===== src/rtl/exception_unit.sv =====
// Commit-stage exception arbiter: fixed-priority MIPS event selection plus a post-redirect flush sequencer.
// Optional macro EXC_INT_SYNC_EN adds a 2-flop synchronizer on ext_int (2-cycle latency instead of 1).
module exception_unit #(
    parameter int unsigned FLUSH_CYCLES      = 2,
    parameter logic [31:0] RESET_VECTOR_BASE = 32'hBFC00200,
    parameter logic [31:0] NORMAL_BASE       = 32'h80000000
) (
    input  logic        clk,
    input  logic        resetn,
    input  logic [5:0]  ext_int,
    input  logic        timer_interrupt,
    input  logic        cp0_ie,
    input  logic        cp0_exl,
    input  logic        cp0_erl,
    input  logic        cp0_bev,
    input  logic [7:0]  cp0_im,
    input  logic [1:0]  cp0_ip_sw,
    input  logic        cp0_iv,
    input  logic        commit_valid,
    output logic        commit_ready,
    input  logic [31:0] commit_pc,
    input  logic        commit_in_delay_slot,
    input  logic [31:0] commit_mem_vaddr,
    input  logic        f_adel_if,
    input  logic        f_tlbl_if,
    input  logic        f_refill_if,
    input  logic        f_ri,
    input  logic        f_cpu,
    input  logic        f_sys,
    input  logic        f_bp,
    input  logic        f_ov,
    input  logic        f_adel,
    input  logic        f_ades,
    input  logic        f_tlbl,
    input  logic        f_tlbs,
    input  logic        f_mod,
    input  logic        f_refill_mem,
    input  logic        f_eret,
    input  logic [1:0]  f_ce,
    output logic        exc_valid,
    output logic [4:0]  exc_code,
    output logic [31:0] exc_pc,
    output logic        exc_in_delay_slot,
    output logic [31:0] exc_badvaddr,
    output logic [31:0] exc_location,
    output logic [1:0]  exc_ce,
    output logic        is_eret,
    output logic [7:0]  interrupt_info,
    output logic        flush
);

    typedef enum logic {
        IDLE  = 1'b0,
        FLUSH = 1'b1
    } state_t;

    state_t      r_state;
    logic [3:0]  r_cnt;
    logic [5:0]  r_ext_q;

`ifdef EXC_INT_SYNC_EN
    logic [5:0]  r_ext_s1;

    always_ff @(posedge clk) begin
        if (!resetn) begin
            r_ext_s1 <= '0;
            r_ext_q  <= '0;
        end else begin
            r_ext_s1 <= ext_int;
            r_ext_q  <= r_ext_s1;
        end
    end
`else
    always_ff @(posedge clk) begin
        if (!resetn) begin
            r_ext_q <= '0;
        end else begin
            r_ext_q <= ext_int;
        end
    end
`endif

    logic        w_idle;
    logic        w_int_pending;
    logic        w_any;
    logic        w_is_int;
    logic        w_refill;
    logic [4:0]  w_code;
    logic [31:0] w_badvaddr;
    logic [1:0]  w_ce;
    logic [31:0] w_base;
    logic [31:0] w_offset;

    assign w_idle         = (r_state == IDLE);
    assign interrupt_info = {r_ext_q[5] | timer_interrupt, r_ext_q[4:0], cp0_ip_sw};
    assign w_int_pending  = cp0_ie & ~cp0_exl & ~cp0_erl & (|(interrupt_info & cp0_im));

    // Fixed MIPS priority; w_any excludes ERET so an exception with ERET set wins.
    always_comb begin
        w_any      = 1'b1;
        w_is_int   = 1'b0;
        w_refill   = 1'b0;
        w_code     = '0;
        w_badvaddr = '0;
        w_ce       = '0;
        if (w_int_pending) begin
            w_is_int = 1'b1;
            w_code   = 5'd0;
        end else if (f_adel_if) begin
            w_code     = 5'd4;
            w_badvaddr = commit_pc;
        end else if (f_tlbl_if) begin
            w_code     = 5'd2;
            w_badvaddr = commit_pc;
            w_refill   = f_refill_if;
        end else if (f_ri) begin
            w_code = 5'd10;
        end else if (f_cpu) begin
            w_code = 5'd11;
            w_ce   = f_ce;
        end else if (f_sys) begin
            w_code = 5'd8;
        end else if (f_bp) begin
            w_code = 5'd9;
        end else if (f_ov) begin
            w_code = 5'd12;
        end else if (f_adel) begin
            w_code     = 5'd4;
            w_badvaddr = commit_mem_vaddr;
        end else if (f_ades) begin
            w_code     = 5'd5;
            w_badvaddr = commit_mem_vaddr;
        end else if (f_tlbl) begin
            w_code     = 5'd2;
            w_badvaddr = commit_mem_vaddr;
            w_refill   = f_refill_mem;
        end else if (f_tlbs) begin
            w_code     = 5'd3;
            w_badvaddr = commit_mem_vaddr;
            w_refill   = f_refill_mem;
        end else if (f_mod) begin
            w_code     = 5'd1;
            w_badvaddr = commit_mem_vaddr;
        end else begin
            w_any = 1'b0;
        end
    end

    always_comb begin
        w_base = cp0_bev ? RESET_VECTOR_BASE : NORMAL_BASE;
        if (w_refill && !cp0_exl) begin
            w_offset = 32'h000;
        end else if (w_is_int && cp0_iv) begin
            w_offset = 32'h200;
        end else begin
            w_offset = 32'h180;
        end
    end

    assign exc_location      = w_base + w_offset;
    assign exc_valid         = w_idle & commit_valid & w_any;
    assign is_eret           = w_idle & commit_valid & f_eret & ~exc_valid;
    assign exc_code          = exc_valid ? w_code : '0;
    assign exc_pc            = exc_valid ? commit_pc : '0;
    assign exc_in_delay_slot = exc_valid & commit_in_delay_slot;
    assign exc_badvaddr      = exc_valid ? w_badvaddr : '0;
    assign exc_ce            = exc_valid ? w_ce : '0;
    assign flush             = exc_valid | is_eret | (r_state == FLUSH);
    assign commit_ready      = w_idle;

    always_ff @(posedge clk) begin
        if (!resetn) begin
            r_state <= IDLE;
            r_cnt   <= '0;
        end else begin
            case (r_state)
                IDLE: begin
                    if (exc_valid || is_eret) begin
                        r_state <= FLUSH;
                        r_cnt   <= 4'(FLUSH_CYCLES - 1);
                    end
                end
                FLUSH: begin
                    if (r_cnt == '0) begin
                        r_state <= IDLE;
                    end else begin
                        r_cnt <= r_cnt - 4'd1;
                    end
                end
                default: r_state <= IDLE;
            endcase
        end
    end

endmodule


===== config.mk =====
export PLATFORM = sky130hd
export DESIGN_NAME = exception_unit
export DESIGN_NICKNAME = d
export VERILOG_FILES = /design/src/rtl/exception_unit.sv
export SDC_FILE = /design/constraint.sdc
export NUM_CORES = 1
export LEC_CHECK = 0
export CORE_AREA = 2 2 87 89
export CTS_BUF_LIST = sky130_fd_sc_hd__clkbuf_2
export DETAILED_ROUTE_END_ITERATION = 6
export DIE_AREA = 0 0 89 91
export DONT_BUFFER_PORTS = 1
export GPL_TIMING_DRIVEN = 0
export MAX_ROUTING_LAYER = met4
export SKIP_LAST_GASP = 1
export SYNTH_ARGS = -nofsm -noshare
export SYNTH_HDL_FRONTEND = slang
export SYNTH_SLANG_ARGS = --single-unit

===== constraint.sdc =====
create_clock -name clk -period 4.3 [get_ports clk]
set_clock_uncertainty 0.2 [all_clocks]
set_input_delay 0.43 -clock clk [delete_from_list [all_inputs] [get_ports clk]]
set_output_delay 0.43 -clock clk [all_outputs]
set_load 0.02 [all_outputs]

# Word level (Yosys, flattened, before mapping)
# Index checks and enable logic that the tools add are counted.
op_classes:
  eq_ne: 2
  n_reduce_logical: 7
  n_mux: 70
  n_addsub: 2
  n_bitwise: 16
ops:
  columns: ["op", "count"]
  rows:
  - ["2-to-1 mux 32 bit", 15]
  - ["2-to-1 mux 4 bit", 10]
  - ["adder 32 bit", 1]
  - ["2-to-1 mux 30 bit", 1]
  - ["2-to-1 mux 1 bit", 29]
  - ["2-to-1 mux 10 bit", 2]
  - ["2-to-1 mux 2 bit", 8]
  - ["AND 1 bit", 8]
  - ["AND 8 bit", 1]
  - ["one-hot mux 4 bit (2 select lines)", 1]
  - ["OR reduction 8 bit", 1]
  - ["2-to-1 mux 3 bit", 2]
  - ["2-to-1 mux 5 bit", 1]
  - ["logical NOT 4 bit", 1]
  - ["NOT 1 bit", 4]
  - ["subtractor 4 x 1 -> 4 bit, second input constant", 1]
  - ["bitwise OR 1 bit", 3]
  - ["logical AND 1 bit", 2]
  - ["!= test 2 x 1 -> 1 bit, second input constant", 1]
  - ["!= test 2 bit, second input constant", 1]
  - ["one-hot mux 1 bit (2 select lines)", 1]
  - ["AND reduction 2 bit", 1]
  - ["logical NOT 1 bit", 1]
  - ["logical OR 1 bit", 1]
word_totals:
  inputBits: 107
  output_inout_bits: 116
  register_bits: 11
  elab_cells: 100

# Longest topological paths before layout
# Gate-level depths: netlist (run 1).
depth:
  word_depth: 19
  depth_mapped: 7
  ltp_nobuf: 7

# Worst setup path before layout (run 1)
# No wires, ideal clock.
synth_path:
  path_kind: "input to output"
  from: "input cp0_ip_sw[1]"
  to: "output exc_code[3]"
  n_path_buf: 0
  cell_stages: 5
  required_time_ns: 3.670
  path_slack_ns: 1.815
  arrival_ns: 1.855
  path_cell_list: "a222oi_1 > and3_1 > a21oi_2 > nand3b_1 > nor3_1"
synth_via:
  elab_chain_len: 6
  elab_cells_between_ends: 7
  classes_between: "3 x mux; 3 x bitwise; 1 x reduce/logical"
synth_rtl:
  columns: ["element", "line_no", "text"]
  rows:
  - ["start, declared", "17", "input logic [1:0] cp0_ip_sw,"]
  - ["AND 8 bit *", "96", "assign w_int_pending = cp0_ie & ~cp0_exl & ~cp0_erl & (|(interrupt_info & cp0_im));"]
  - ["OR reduction 8 bit *", "96", null]
  - ["AND 1 bit *", "96", null]
  - ["2-to-1 mux 1 bit", "106", "if (w_int_pending) begin"]
  - ["AND 1 bit", "161", "assign exc_valid = w_idle & commit_valid & w_any;"]
  - ["2-to-1 mux 5 bit *", "163", "assign exc_code = exc_valid ? w_code : '0;"]
  - ["end, declared", "41", "output logic [4:0] exc_code,"]
# Mark *: on every way between the ends. The rest lies on a longest branch, timed or not.

# Worst setup path after layout (run 1)
layout_path:
  from: "register r_ext_q[1]"
  to: "output exc_badvaddr[17]"
layout_via:
  elab_chain_len: 6
  elab_cells_between_ends: 7
  classes_between: "3 x mux; 3 x bitwise; 1 x reduce/logical"
layout_rtl:
  columns: ["element", "line_no", "text"]
  rows:
  - ["start, declared", "59", "logic [5:0] r_ext_q;"]
  - ["start signal, assigned", "78", "r_ext_q <= ext_int;"]
  - ["AND 8 bit *", "96", null]
  - ["OR reduction 8 bit *", "96", null]
  - ["AND 1 bit *", "96", null]
  - ["2-to-1 mux 1 bit", "106", null]
  - ["AND 1 bit", "161", null]
  - ["2-to-1 mux 32 bit *", "166", "assign exc_badvaddr = exc_valid ? w_badvaddr : '0;"]
  - ["end, declared", "44", "output logic [31:0] exc_badvaddr,"]
# Marked as above.

==> impl_metrics.env, run 1 <==
export IMPL_cts_hold_buffers=0
export IMPL_fp_coreArea_um2=7140
export IMPL_cts_resized=0
export IMPL_antenna_left=0
export IMPL_timing_rr_end="r_state$_SDFF_PN0_"
export IMPL_cts_num_sinks=11
export IMPL_tightest_slew_ns=0.695
export IMPL_syn_inst=242
export IMPL_critical_path_top_delay_family="simple AND/OR/NAND/NOR gates"
export IMPL_dieArea_um2=8100
export IMPL_violations="design-rule violations"
export IMPL_power_leakage_nw=0.818
export IMPL_placed_area_um2=1860
export IMPL_criticalPathCategory="flip-flop to output port"
export IMPL_drt_vias_per_instance=4.87
export IMPL_cts_buffers=3
export IMPL_path_buf_inv=1
export IMPL_pin_count=223
export IMPL_relSlewSlack=0.533
export IMPL_drive_gt1_frac=0.223
export IMPL_crit_required_ns=3.67
export IMPL_drv_slew=0
export IMPL_drtIter0Drc=60
export IMPL_io_buffers=0
export IMPL_clk_path_buf_depth=2
export IMPL_p_per_area_nw_per_um2=228
export IMPL_place_congestion=0.773
export IMPL_status="complete, but fails checks"
export IMPL_grt_pass1_vias=1624
export IMPL_startpoint_type="flip-flop"
export IMPL_worstSkewPairLatency_ns=0.25
export IMPL_ff2ff_path_depth=6
export IMPL_totalWireLength_um=5980
export IMPL_post_cts_repair_setup_buffers=0
export IMPL_num_vias=1774
export IMPL_nNetsFinal=375
export IMPL_cp_depth=6
export IMPL_slowest_delay_ns=0.43
export IMPL_dp_hpwl_um=5060
export IMPL_critPathArrivalTime_ns=2.32
export IMPL_cts_tree="done"
export IMPL_ys_warn_count=0
export IMPL_synth_cell_types=40
export IMPL_ir_drop_uv=132
export IMPL_path_cells="a222oi_1, and3_1, a21oi_2, nand3b_1, buf_2, nor2_1"
export IMPL_period_needed_ns=2.95
export IMPL_cp_max_fo=10
export IMPL_grt_use_total=0.130
export IMPL_crit_path_end="exc_badvaddr[17]"
export IMPL_min_delay_start="resetn"
export IMPL_critPathCaptureType="output port"
export IMPL_r2r_start="r_ext_q[2]$_SDFF_PN0_"
export IMPL_hold_violations=0
export IMPL_antenna_found_initial=0
export IMPL_slowest_stage="nand3b_1"
export IMPL_setup_tns_ns=0
export IMPL_drt_pass1_iterations=7
export IMPL_rsz0062_at_grt="no"
export IMPL_post_route_drc_count=7
export IMPL_routedWlPerCell_um=16.4
export IMPL_rows=31
export IMPL_min_path_type="input pin to flip-flop"
export IMPL_clk_pin_slew_worst_paths_ns=0.11
export IMPL_r2r_slack_ns=2.23
export IMPL_synth_area_um2=1670
export IMPL_setup_viol=0
export IMPL_die_h_um=91
export IMPL_crit_path_start="r_ext_q[1]$_SDFF_PN0_"
export IMPL_grt_max_degree=11
export IMPL_syn_area_per_cell_um2=6.90
export IMPL_h_tree_depth=1
export IMPL_syn_to_final_growth_pct=12.9
export IMPL_fmax_mhz=339
export IMPL_n_antenna_cell=0
export IMPL_yosys_register_bits=11
export IMPL_root_buffer="clkbuf_2"
export IMPL_die_width_um=89
export IMPL_max_cap_violations=0
export IMPL_grt_first_pass_wirelength_um=8090
export IMPL_post_route_period_util=0.685
export IMPL_overflow=0
export IMPL_yosysSeqAreaShare=0.132
export IMPL_finalInstanceArea_um2=1880
export IMPL_start_util=0.234
## report_power, final
part	total (mW)	switching, mW	internal, mW	leakage (nW)
Clock	0.0574	0.0327	0.0247	0.0166
Sequential	0.118	0.00658	0.112	0.0914
Combinational	0.254	0.169	0.0842	0.710
## per-stage QoR
step	power (mW)	util	hold WS, ns	instances	worst slack, ns
global placement	0.372	0.261	0.263	360	1.43
finish	0.429	0.264	0.0886	364	1.35
detailed placement	0.375	0.261	0.272	360	1.41
CTS	0.436	0.264	0.0623	364	1.24
global route	0.464	0.264	0.0519	364	1.10
floorplan	0.345	-	0.238	261	1.81
## worst register-to-register path: cells and delay by family, from the launching register on
family / cells / cell delay (ns)
AOI/OAI and AO/OA: 4 / 0.83
buffers and inverters: 1 / 0.46
DFF: 1 / 0.35
and+or+nand+nor: 1 / 0.18
## cell usage in the layout, fill, tap and decap left out, types with 4 or more instances in the layout
cell type / instances
buf_2: 6
dfxtp_1: 11
and2_1: 40
clkbuf_1: 6
nor2_1: 41
nor3_1: 8
a22oi_1: 34
nand2_1: 7
clkbuf_2: 4
buf_4: 37
conb_1: 21
inv_1: 5
## cells in the mapped netlist (all sizes together)
library cell / count / area, µm²
mux2i: 2 / 20.0
a32oi: 1 / 8.76
a211oi: 1 / 7.51
clkbuf: 6 / 22.5
a31oi: 1 / 6.26
o32ai: 1 / 16.3
nand3: 1 / 5.00
o21a: 3 / 22.5
a31o: 1 / 8.76
nor3: 9 / 50.1
nor4: 2 / 12.5
ha: 2 / 25.0
nand3b: 2 / 15.0
a222oi: 1 / 10.0
nor3b: 1 / 12.5
or3: 1 / 11.3
and3: 3 / 18.8
and2: 40 / 250
inv: 5 / 18.8
a22oi: 34 / 255
conb: 2 / 7.51
o21bai: 1 / 7.51
buf: 46 / 342
nand2b: 2 / 12.5
o31ai: 1 / 7.51
dfxtp: 11 / 220
o2111ai: 1 / 8.76
nor2: 41 / 154
nand2: 7 / 26.3
or2: 2 / 12.5
o21ai: 2 / 13.8
nor2b: 3 / 18.8
nor4b: 1 / 8.76
a21oi: 4 / 23.8
a211o: 1 / 8.76
## routing by layer
metal	up-vias	GRT usage	wire length [µm]
met5	-	-	0
met4	0	0.00871	5
met3	2	0.0227	518
met2	130	0.247	3130
met1	815	0.146	2320
li1	827	-	-
## worst min path at each step
| stage | to | slack (ns) | cells past startpoint |
|---|---|---|---|
| 2_1_floorplan | r_cnt[0]$_SDFFE_PN0P_ | 0.24 | 1 |
| 3_3_place_gp | r_cnt[3]$_SDFFE_PN0P_ | 0.26 | 2 |
| 3_5_place_dp | r_cnt[3]$_SDFFE_PN0P_ | 0.27 | 2 |
| 4_1_cts | r_state$_SDFF_PN0_ | 0.06 | 1 |
| 5_1_grt | r_state$_SDFF_PN0_ | 0.05 | 1 |
| 6_report | r_state$_SDFF_PN0_ | 0.09 | 1 |
## area by class of cell
type | count | area (µm²)
Inverter | 5 | 18.8
Tap cell | 99 | 124
Multi-Input combinational cell | 193 | 1140
Buffer | 52 | 364
Clock buffer | 4 | 20.0
Sequential cell | 11 | 220
Fill cell | 814 | 5250
## cells by family (layout without fill, tap and decap cells)
| logic type | Yosys count | count (layout) | share of synthesized area |
|---|---|---|---|
| AO/OA/AOI/OAI | 53 | 53 | 0.243 |
| adder cells (fa/ha/maj) | 2 | 2 | 0.0150 |
| buffers and inverters | 57 | 61 | 0.229 |
| flip-flops | 11 | 11 | 0.132 |
| multiplexers | 2 | 2 | 0.0120 |
| other | 2 | 21 | 0.00450 |
| AND/OR/NAND/NOR | 115 | 115 | 0.364 |
## registers in the layout, indices dropped and copies added (netlist names)
signal	cells
r_cnt	4
r_ext_q	6
r_state	1
Note: power is estimated with default switching activity, not from simulation.
==> run 2: changes to the inputs <==
==> constraint.sdc (replaced) <==
create_clock -name clk -period 3 [get_ports clk]
set_clock_uncertainty 0.2 [all_clocks]
set_input_delay 0.3 -clock clk [delete_from_list [all_inputs] [get_ports clk]]
set_output_delay 0.3 -clock clk [all_outputs]
set_load 0.02 [all_outputs]
==> run 2 against run 1 <==
Effect of this change:
- the run now ends clean
- cell count rose by 2.7%
- sequential cell count stayed put
- global-route usage increased by 0.21 points
- power grew 46%
- combinational power rose by 48%
- register-to-register slack got worse by 1.3 ns
- largest cell class unchanged
==> impl_metrics.env, run 2 (same netlist as run 1, synthesis figures left out) <==
export IMPL_status="finished, final reports clean"
export IMPL_overflow=0
export IMPL_top_register="r_ext_q"
export IMPL_cts_buffers=3
export IMPL_grt_first_pass_wirelength_um=8210
export IMPL_cts_num_sinks=11
export IMPL_max_cap_violations=0
export IMPL_clkPwrFrac=0.131
export IMPL_switchingPower_mw=0.302
export IMPL_drt_vias_per_instance=4.84
export IMPL_post_route_period_util=0.908
export IMPL_crit_required_ns=2.50
export IMPL_die_width_um=89
export IMPL_fp_coreArea_um2=7140
export IMPL_worstSkewPairLatency_ns=0.25
export IMPL_grt_max_degree=11
export IMPL_totalWireLength_um=6080
export IMPL_antenna_left=0
export IMPL_final_common_cell="nor2_1"
export IMPL_p_per_area_nw_per_um2=318
export IMPL_io_buffers=0
export IMPL_multi_input_area_um2=1140
export IMPL_ir_drop_uv=189
export IMPL_place_congestion=0.773
export IMPL_dieArea_um2=8100
export IMPL_critPathCaptureType="output port"
export IMPL_drv_slew=0
export IMPL_layout_common_cells="41 x nor2_1, 40 x and2_1, 39 x buf_4"
export IMPL_criticalPathCategory="flip-flop to output port"
export IMPL_seqCellArea_um2=220
export IMPL_pin_count=223
export IMPL_die_h_um=91
export IMPL_num_vias=1810
export IMPL_cts_tree="done"
export IMPL_root_buffer="clkbuf_2"
export IMPL_start_util=0.234
export IMPL_power_leakage_nw=0.861
export IMPL_finalInstanceArea_um2=1980
export IMPL_grt_pass1_vias=1652
export IMPL_min_path_type="input pin to flip-flop"
export IMPL_cp_max_fo=10
export IMPL_nNetsFinal=385
export IMPL_routedWlPerCell_um=16.3
export IMPL_setup_tns_ns=0
export IMPL_num_fill_cells=813
export IMPL_comb_power_share=0.599
export IMPL_tightest_slew_ns=0.695
export IMPL_drtIter0Drc=48
export IMPL_setup_viol=0
export IMPL_startpoint_type="flip-flop"
export IMPL_rows=31
export IMPL_rsz0062_at_grt="no"
export IMPL_fin_util=0.277
export IMPL_drt_pass1_iterations=4
export IMPL_drive_gt1_frac=0.222
export IMPL_relSlewSlack=0.533
export IMPL_fmax_mhz=367
export IMPL_whs_ns=0.0952
export IMPL_clk_path_buf_depth=2
export IMPL_totalPowerFinal_mw=0.629
export IMPL_h_tree_depth=1
export IMPL_reg_largest_list="r_ext_q (6), r_cnt (4), r_state (1)"
export IMPL_placed_area_um2=1860
export IMPL_critPathArrivalTime_ns=2.22
export IMPL_n_antenna_cell=0
export IMPL_p_seq_frac=0.270
export IMPL_swShare=0.481
export IMPL_post_route_drc_count=0
export IMPL_antenna_found_initial=0
export IMPL_clk_pin_slew_worst_paths_ns=0.11
export IMPL_hold_violations=0
export IMPL_period_needed_ns=2.72
export IMPL_grt_use_total=0.132
export IMPL_dp_hpwl_um=5060
export IMPL_syn_to_final_growth_pct=18.6
export IMPL_largest_reg_flops=6
export IMPL_internal_power_mw=0.327
run 2: stage by stage:
stage	std cells	setup WS, ns
finish	374	0.276
global route	374	0.0495
CTS	371	0.0736
detailed placement	360	0.373
global placement	360	0.392
floorplan	261	0.775
run 2: layout make-up:
cell class / instances / share of cell area
well taps: 99 / 0.0626
multi-input cells: 193 / 0.575
plain buffers: 52 / 0.184
inverters: 5 / 0.00948
repair buffers: 10 / 0.0480
flip-flops and latches: 11 / 0.111
clock buffers: 4 / 0.0101
run 2: final timing paths:
check	from	endpoint	slack, ns	cells past startpoint
worst max-delay path	r_ext_q[2]$_SDFF_PN0_	exc_pc[26]	0.28	6
worst min-delay path	commit_valid	r_cnt[1]$_SDFFE_PN0P_	0.1	3
worst max register to register	r_ext_q[2]$_SDFF_PN0_	r_state$_SDFF_PN0_	0.93	6
worst min register to register	r_cnt[3]$_SDFFE_PN0P_	r_cnt[3]$_SDFFE_PN0P_	0.28	2
run 2: per-layer routing:
| layer | up-vias | GRT usage | wire length, µm |
|---|---|---|---|
| li1 | 846 | - | - |
| met1 | 843 | 0.148 | 2350 |
| met2 | 121 | 0.254 | 3200 |
| met3 | 0 | 0.0209 | 535 |
| met4 | 0 | 0.00746 | 0 |
| met5 | - | - | 0 |
run 2: power groups by stage:
stage	clock [mW]	combinational, mW	sequential, mW
finish	0.0826	0.377	0.170
global route	0.0965	0.411	0.172
CTS	0.0893	0.374	0.169
detailed placement	0	0.365	0.173
global placement	0	0.361	0.172
floorplan	0	0.323	0.171
run 2: timing repair:
| item | CTS | global route |
|---|---|---|
| endpoints found under the setup margin | 0 | 35 |
| gates resized for setup | 0 | 0 |
| setup buffers | 0 | 2 |
| hold buffers | 7 | 1 |
| hold endpoints to repair | 7 | 1 |
run 2: worst max-delay path: stages (launching register included):
cell and delay (ns):
dfxtp_1 0.36, a22oi_1 0.09, and3_1 0.18, a21oi_2 0.29, o21a_1 0.25, clkbuf_1 0.46
and2_1 0.34
==> run 3: changes to the inputs <==
--- a/config.mk
+++ b/config.mk
@@ -16,3 +16,4 @@
 export SYNTH_ARGS = -nofsm -noshare
 export SYNTH_HDL_FRONTEND = slang
 export SYNTH_SLANG_ARGS = --single-unit
+export TNS_END_PERCENT = 30
==> results of run 3 <==
The final DEF is identical to that of run 2; final timing and power are the same.
